<file path="src/rtl/btn_event_pkg.sv">
// Shared constants and types for the button-event core: register addresses,
// hold-counter width and the per-channel event bundle.
package btn_event_pkg;

  localparam logic [4:0] ADDR_LEVEL = 5'd0;
  localparam logic [4:0] ADDR_RISE  = 5'd1;
  localparam logic [4:0] ADDR_FALL  = 5'd2;
  localparam logic [4:0] ADDR_IE    = 5'd3;
  localparam logic [4:0] ADDR_LONG  = 5'd4;
  localparam logic [4:0] ADDR_LPTHR = 5'd5;

  localparam int LP_CNT_W = 8;

  typedef struct packed {
    logic rise;
    logic fall;
    logic long_press;
  } btn_ev_t;

endpackage

</file>
<file path="src/rtl/btn_event_chan.sv">
// One button channel: edge detect, optional hold counter and sticky event bits.
// Long-press logic is built only when BTN_EVENT_LONG_PRESS_EN is defined.
module btn_event_chan
  import btn_event_pkg::*;
(
  input  logic                clk,
  input  logic                reset,
  input  logic                db_in,
  input  logic                primed,
  input  logic                tick,
  input  logic [LP_CNT_W-1:0] lp_thr,
  input  btn_ev_t             w1c,
  output btn_ev_t             sticky
);

  logic    prev;
  logic    long_ev;
  btn_ev_t ev;

  // NOTE: sequential state uses non-blocking assignments so every flop samples pre-edge values.
  always_ff @(posedge clk or posedge reset) begin
    if (reset) prev <= 1'b0;
    else       prev <= db_in;
  end

`ifdef BTN_EVENT_LONG_PRESS_EN
  localparam logic [LP_CNT_W-1:0] CNT_ONE = LP_CNT_W'(1);

  logic [LP_CNT_W-1:0] hold_cnt;
  logic                cnt_step;

  // The counter only advances below saturation, so a fire needs a real increment.
  assign cnt_step = tick & db_in & (hold_cnt != '1);
  assign long_ev  = cnt_step & (lp_thr != '0) & ((hold_cnt + CNT_ONE) == lp_thr);

  always_ff @(posedge clk or posedge reset) begin
    if (reset)         hold_cnt <= '0;
    else if (!db_in)   hold_cnt <= '0;
    else if (cnt_step) hold_cnt <= hold_cnt + CNT_ONE;
  end
`else
  logic unused_lp;
  assign unused_lp = ^{tick, lp_thr};
  assign long_ev   = 1'b0;
`endif

  // NOTE: every combinational output gets a default first so no latch is inferred.
  always_comb begin
    ev            = '0;
    ev.rise       = primed & db_in & ~prev;
    ev.fall       = primed & ~db_in & prev;
    ev.long_press = long_ev;
  end

  // A new event always beats a simultaneous write-one-to-clear.
  always_ff @(posedge clk or posedge reset) begin
    if (reset) sticky <= '0;
    else       sticky <= (ev | sticky) & ~(w1c & ~ev);
  end

endmodule

</file>
<file path="src/rtl/btn_event_core.sv">
// Memory-mapped button-event core: W channels, sticky rise/fall/long events,
// maskable registered irq. Long-press support gated by BTN_EVENT_LONG_PRESS_EN.
module btn_event_core
  import btn_event_pkg::*;
#(
  parameter int W      = 8,
  parameter int LP_RST = 100
) (
  input  logic          clk,
  input  logic          reset,
  input  logic          cs,
  input  logic          read,
  input  logic          write,
  input  logic [4:0]    addr,
  input  logic [31:0]   wr_data,
  output logic [31:0]   rd_data,
  input  logic [W-1:0]  db_in,
  input  logic          tick,
  output logic          irq
);

`ifdef BTN_EVENT_LONG_PRESS_EN
  localparam int IE_W = 3 * W;
`else
  localparam int IE_W = 2 * W;
`endif

  logic                wr_en;
  logic                primed;
  logic                irq_next;
  logic [IE_W-1:0]     ie;
  logic [LP_CNT_W-1:0] lp_thr;
  logic [W-1:0]        rise_v, fall_v, long_v;

  assign wr_en = cs & write;

  always_ff @(posedge clk or posedge reset) begin
    if (reset) primed <= 1'b0;
    else       primed <= 1'b1;
  end

  always_ff @(posedge clk or posedge reset) begin
    if (reset)                          ie <= '0;
    else if (wr_en && addr == ADDR_IE)  ie <= wr_data[IE_W-1:0];
  end

`ifdef BTN_EVENT_LONG_PRESS_EN
  always_ff @(posedge clk or posedge reset) begin
    if (reset)                            lp_thr <= LP_CNT_W'(LP_RST);
    else if (wr_en && addr == ADDR_LPTHR) lp_thr <= wr_data[LP_CNT_W-1:0];
  end

  logic unused_top;
  assign unused_top = ^{read, wr_data};
`else
  localparam logic [LP_CNT_W-1:0] LP_RST_V = LP_CNT_W'(LP_RST);

  assign lp_thr = '0;

  logic unused_top;
  assign unused_top = ^{read, wr_data, long_v, LP_RST_V};
`endif

  for (genvar i = 0; i < W; i++) begin : g_chan
    btn_ev_t w1c;
    btn_ev_t ev_s;

    assign w1c.rise       = wr_en & (addr == ADDR_RISE) & wr_data[i];
    assign w1c.fall       = wr_en & (addr == ADDR_FALL) & wr_data[i];
    assign w1c.long_press = wr_en & (addr == ADDR_LONG) & wr_data[i];

    btn_event_chan u_chan (
      .clk    (clk),
      .reset  (reset),
      .db_in  (db_in[i]),
      .primed (primed),
      .tick   (tick),
      .lp_thr (lp_thr),
      .w1c    (w1c),
      .sticky (ev_s)
    );

    assign rise_v[i] = ev_s.rise;
    assign fall_v[i] = ev_s.fall;
    assign long_v[i] = ev_s.long_press;
  end

  always_comb begin
    rd_data = '0;
    case (addr)
      ADDR_LEVEL: rd_data[W-1:0]        = db_in;
      ADDR_RISE:  rd_data[W-1:0]        = rise_v;
      ADDR_FALL:  rd_data[W-1:0]        = fall_v;
      ADDR_IE:    rd_data[IE_W-1:0]     = ie;
`ifdef BTN_EVENT_LONG_PRESS_EN
      ADDR_LONG:  rd_data[W-1:0]        = long_v;
      ADDR_LPTHR: rd_data[LP_CNT_W-1:0] = lp_thr;
`endif
      default:    rd_data               = '0;
    endcase
  end

  always_comb begin
    irq_next = (|(rise_v & ie[W-1:0])) | (|(fall_v & ie[2*W-1:W]));
`ifdef BTN_EVENT_LONG_PRESS_EN
    irq_next = irq_next | (|(long_v & ie[3*W-1:2*W]));
`endif
  end

  always_ff @(posedge clk or posedge reset) begin
    if (reset) irq <= 1'b0;
    else       irq <= irq_next;
  end

endmodule

</file>
<file path="config.mk">
export PLATFORM = sky130hd
export DESIGN_NAME = btn_event_core
export DESIGN_NICKNAME = d
export VERILOG_FILES = /design/src/rtl/btn_event_pkg.sv /design/src/rtl/btn_event_chan.sv /design/src/rtl/btn_event_core.sv
export SDC_FILE = /design/constraint.sdc
export NUM_CORES = 1
export LEC_CHECK = 0
export ABC_AREA = 1
export CAP_MARGIN = 30
export CORE_MARGIN = 3
export CORE_UTILIZATION = 35
export DETAILED_ROUTE_END_ITERATION = 10
export PLACE_DENSITY_LB_ADDON = 0.3
export SYNTH_ARGS = -nofsm -noshare
export SYNTH_HDL_FRONTEND = slang
export SYNTH_SLANG_ARGS = --single-unit
</file>
<file path="constraint.sdc">
create_clock -name clk -period 4.97 [get_ports clk]
set_input_delay 1.491 -clock clk [delete_from_list [all_inputs] [get_ports clk]]
set_output_delay 1.491 -clock clk [all_outputs]
set_load 0.1 [all_outputs]
</file>
* After elaboration in Yosys (flattened, before gate mapping)
Index checks and enable logic that the tools add are counted.
** Word-level totals
- Register bits after elaboration :: 50
- Logic and storage cells :: 164
- Output and inout port bits :: 33
** Cells by class
- Reduce and logical (&&, ||, !) cells :: 4
- Multiplexer cells :: 2
- Bitwise operators :: 119
- Equal/unequal tests :: 4
** Operator list (count)
- $and 1x1->1 :: 60
- $and 3x3->3 :: 16
- $not 3->3 :: 16
- $pmux 8 s4 :: 1
- $or 3x3->3 :: 8
- $and 8x8->8 :: 2
- $not 1->1 :: 16
- $reduce_or 8->1 :: 2
- $eq 5x2->1 const B :: 2
- $mux 8 :: 1
- $eq 5x1->1 const B :: 1
- $eq 5x3->1 const B :: 1
- $logic_not 5->1 :: 1
- $logic_and 1x1->1 :: 1
- $or 1x1->1 :: 1

* Longest topological paths before layout
Gate-level depths: netlist (run 1).
- Word-level depth :: 7
- Gate-level depth with buffers :: 8
- Depth with buffers taken out :: 7

* Modules after synthesis
A second synthesis (run 1) with hierarchy kept.
** Unflattened totals
- Cell total of the unflattened synthesis :: 382
- Area, all modules :: 2846.5 um2
** Modules (own cells, without submodules)
- btn_event_core :: area an instance 1635.3 um2, cells each 246, times used 1
- btn_event_chan :: area an instance 151.4 um2, cells each 17, times used 8

* Least setup slack after synthesis (run 1)
Ideal clock, no wire load.
- Path type :: input to output
- Start point :: input port addr[3]
- End point :: output port rd_data[10]
- Slack :: 0.118 ns
- Buffers on the path :: 1
- Cell stages on the path :: 6
- Arrival :: 3.361 ns
- Required time :: 3.479 ns
- Cells stage by stage :: nor2_4 -> nand2_4 -> nor2_8 -> buf_6 -> inv_2 -> nor2_1
** Between the ends
- Longest elaborated chain between the ends :: 2
** Ends and longest elaborated chain
- start, declared :: RTL line btn_event_core.sv:14 : input logic [4:0] addr,
- $eq 5x2->1 :: RTL line btn_event_core.sv:90 : case (addr)
- $mux 8 :: RTL line btn_event_core.sv:90
- end, declared :: RTL line btn_event_core.sv:16 : output logic [31:0] rd_data,
No other way between the ends.

* Final worst setup path (run 1)
- Start point :: input port addr[1]
- End point :: output port rd_data[2]
** Between the ends
- Longest elaborated chain between the ends :: 2
** Ends and longest elaborated chain (RTL line)
- $eq 5x2->1 (tied with other cells) :: btn_event_core.sv:90
- $pmux 8 s4 (*) :: btn_event_core.sv:90
Mark *: on every way between the ends. The rest lies on a longest branch, timed or not.

==> parameters.txt, run 1 <==
Parameter                              Value

Power
  Leak    between 0.0015 and 0.002 uW
  Total power after layout    866 uW
  Switching fraction of total power    33.7%
  Net Sw Power    between 200 and 300 uW
  Worst vdd rail ir drop    between 0.00015 and 0.0002 V
  Proportion of power drawn by flip-flops and latches    44.8%
  Share of total power in combinational logic    about a quarter
  Total internal power    574 uW
  Clock network power share    between 20% and 30%
  Pwr dens    about 270 nW/um2

Routing
  Average via count per standard cell    roughly 4.8
  First-iteration detailed-routing DRC count    approximately 130
  Drt first pass iters    4
  Total wire length    roughly 6100 um
  Post-route antenna net violation count    0
  Detailed-route wire length per cell    about 13 um
  DRC errors left    0
  DR vias    2,198

Logic synthesis
  Most common cell in the netlist    nand2_1
  Proportion of register bits with asynchronous set or reset after synthesis    100%
  Synth Cell Area    2400 um2
  Top FF cell, synth    dfrtp_1
  Count of flip-flops with a built-in enable after synthesis    0
  Most area-hungry cell type in the Yosys netlist    dfrtp_1
  Warnings from Yosys    0
  Synth area leaders    dfrtp_1 (44%), nand2_1 (19%), nand3_1 (8.3%)
  Commonest cells in the netlist    nand2_1 (122), dfrtp_1 (42), nand3_1 (40), inv_1 (37), nand4_1 (29)
  Count of cell types in the netlist    17
  Count of mapped cells out of synthesis    between 300 and 400
  Number of flip-flops and latches in the synthesized netlist    42
  Register area share after synthesis    43.8%
  Fraction of post-synthesis cell area in the top cell type by area    43.8%
  Avg Cell Area, Syn    around 7.3 um2

Floorplanning
  Row count    29
  Area of the die    between 7000 and 8000 um2
  Vertical die dimension    88.8 um
  Num ports    84
  Width of the chip    approximately 90 um
  Initial core utilization    37.0%
  Floorplan core area    6490 um2

Setup path
  Worst reg-to-reg path cell count    2
  Crit path arrival time    3.10 ns
  WP buf/inv    4
  Largest stage delay, worst path    0.56 ns
  Category of the worst setup path launch point    input port
  CP top delay family    buffers and inverters
  Series of cell instances along the critical path    clkdlybuf4s50_1 > inv_1 > nor2_2 > nand4_1 > nand2_1 > inv_1 > nand2_1 > buf_12
  Maximum fanout along the worst path    9
  WP depth    8
  Data required time of the worst path    roughly 3.5 ns
  Critical Path End Type    output pin
  Critical setup path kind    in2out
  CP max-delay cell    clkdlybuf4s50_1

Clock network
  Clock root buffer    clkbuf_8
  Post-cts repair resize count    0
  Max Buffers Root-to-Sink    2
  Clock sink count    42
  CTS clock-pin slew for the worst setup and hold paths    approximately 0.07 ns
  TritonCTS clock tree    built
  Post-CTS Setup Bufs    0
  Number of levels in the clock H-tree    2
  Number of hold buffers added after CTS    0
  Number of buffers created by CTS    5
  Worst-skew pair later-pin latency    0.29 ns

Timing
  Fmax    approximately 220 MHz
  Final max-slew violation count    0
  Summed negative setup slack over all endpoints    0 ns
  Worst Tran Pin Value    roughly 0.97 ns
  Time the worst path needs with I/O delays and setup    4.59 ns
  Final Hold Vio Count    0
  Final setup skew    roughly 0.0025 ns
  Number of setup violations in the final report    0
  Setup repair after global routing missed its margin    no
  Share of the clock period used by the worst path    92.4%
  Worst rel slew slack    35.4%

Place
  Dpl hpwl    around 4300 um
  Number of placed cells counting well taps    about 450
  Weighted congestion at the end of routability-driven global placement    just over 0.8
  Cell area after placement    3070 um2
  Quantity of I/O buffers inserted on ports    49

GRT
  Initial antenna violation count    0
  Pin count of the biggest net entering global routing    43
  Sum of overflow across all layers after global routing    0
  GRT Util Overall    around 17%
  Number of global-route vias before repair    roughly 2,200
  Global-route wire length before repair    around 10,000 um

Finish
  Final design utilization    about half
  Layout filler cell count    around 630
  Final standard cell count with taps included and fillers excluded    approximately 460
  Final design instance area without fill    between 3000 and 4000 um2
  Post-synthesis to final-layout area growth    32.4%
  Antenna diode instance count    0
  Nets@finish    between 400 and 500
  Share of post-route cells with drive strength above 1    around a tenth

Worst hold path
  Path type of the worst min-delay path    reg2reg
  Number of instances on the worst hold path    3

Run status
  Status    complete, no violations

Run
  Max cap viols    0
## metal layers
metal	up-vias	share of wire (%)	GRT usage (%)
met2	81	48	27.9
li1	1100	-	-
met5	-	0	0
met4	0	0.92	5.36
met1	1013	43	21.6
met3	4	8.3	3.17
## worst min-delay path, delay by kind of cell, from the launching register on
kind,cells,cell delay [ns]
AND/OR/NAND/NOR,2,0.10
flip-flops,1,0.33
buffers and inverters,1,0.04
## per-stage QoR
step	setup WS (ns)	hold WS, ns
final	0.380	0.503
after global routing	0.261	0.523
after CTS	0.402	0.501
after detailed placement	0.418	0.487
after global placement	0.399	0.477
after floorplan	0.118	0.462
## area by class of cell
type / instances / area (um2) / area share (%)
inverters: 39 / 146 / 4.61
well taps: 77 / 96.3 / 3.03
clock buffers: 8 / 110 / 3.46
multi-input cells: 235 / 1070 / 33.5
repair buffers: 54 / 708 / 22.3
flip-flops and latches: 42 / 1050 / 33.1
## path summary, 6_finish.rpt
path	startpoint	to	slack, ns
setup / recovery	addr[1]	rd_data[2]	0.38
setup reg to reg	primed	g_chan[4].u_chan.sticky[2]	3.97
hold reg to reg	g_chan[1].u_chan.prev	g_chan[1].u_chan.sticky[2]	0.50
max in group asynchronous	reset	g_chan[3].u_chan.sticky[2]	2.97
hold / removal	g_chan[1].u_chan.prev	g_chan[1].u_chan.sticky[2]	0.50
min in group asynchronous	reset	g_chan[1].u_chan.prev	1.62
## cell families after synthesis
logic type    Yosys count  synth area share [%]
simple gates          218                  41.7
buf+inv                68                  14.2
flops                  42                  43.8
other cells             2                 0.313
## placed cells by master (no fill, tap or decap)
cell type / instances
inv_1: 37
nor2_4: 3
nor2_1: 18
nand2_4: 2
inv_2: 2
nor2_2: 2
clkdlybuf4s50_1: 33
buf_16: 1
clkbuf_8: 8
nor2_8: 1
nand3_1: 40
dfrtp_1: 42
nand2_2: 1
nand4_1: 29
nand2_1: 122
buf_4: 4
buf_12: 16
conb_1: 17
## power groups by stage
| stage | Clock [uW] | Combinational (uW) | Sequential, uW |
|---|---|---|---|
| after floorplan | 0 | 155 | 401 |
| after global placement | 0 | 224 | 394 |
| after detailed placement | 0 | 228 | 395 |
| after CTS | 257 | 229 | 388 |
| after global routing | 279 | 244 | 392 |
| final | 250 | 227 | 388 |
## sequential cells by signal, summed over array words and instances, names as in the netlist
signal and cells:
g_chan.u_chan.prev 8, g_chan.u_chan.sticky 16, ie 16, irq 1, primed 1
Note: power is estimated with default switching activity, not from simulation.
==> inputs of run 2 (changes only) <==
--- a/config.mk
+++ b/config.mk
@@ -6,6 +6,7 @@
 export NUM_CORES = 1
 export LEC_CHECK = 0
 export ABC_AREA = 1
+export ABC_CLOCK_PERIOD_IN_PS = 4970
 export CAP_MARGIN = 30
 export CORE_MARGIN = 3
 export CORE_UTILIZATION = 35
==> results of run 2 <==
Same layout as run 1: the final DEF is identical, and so are final timing and power.
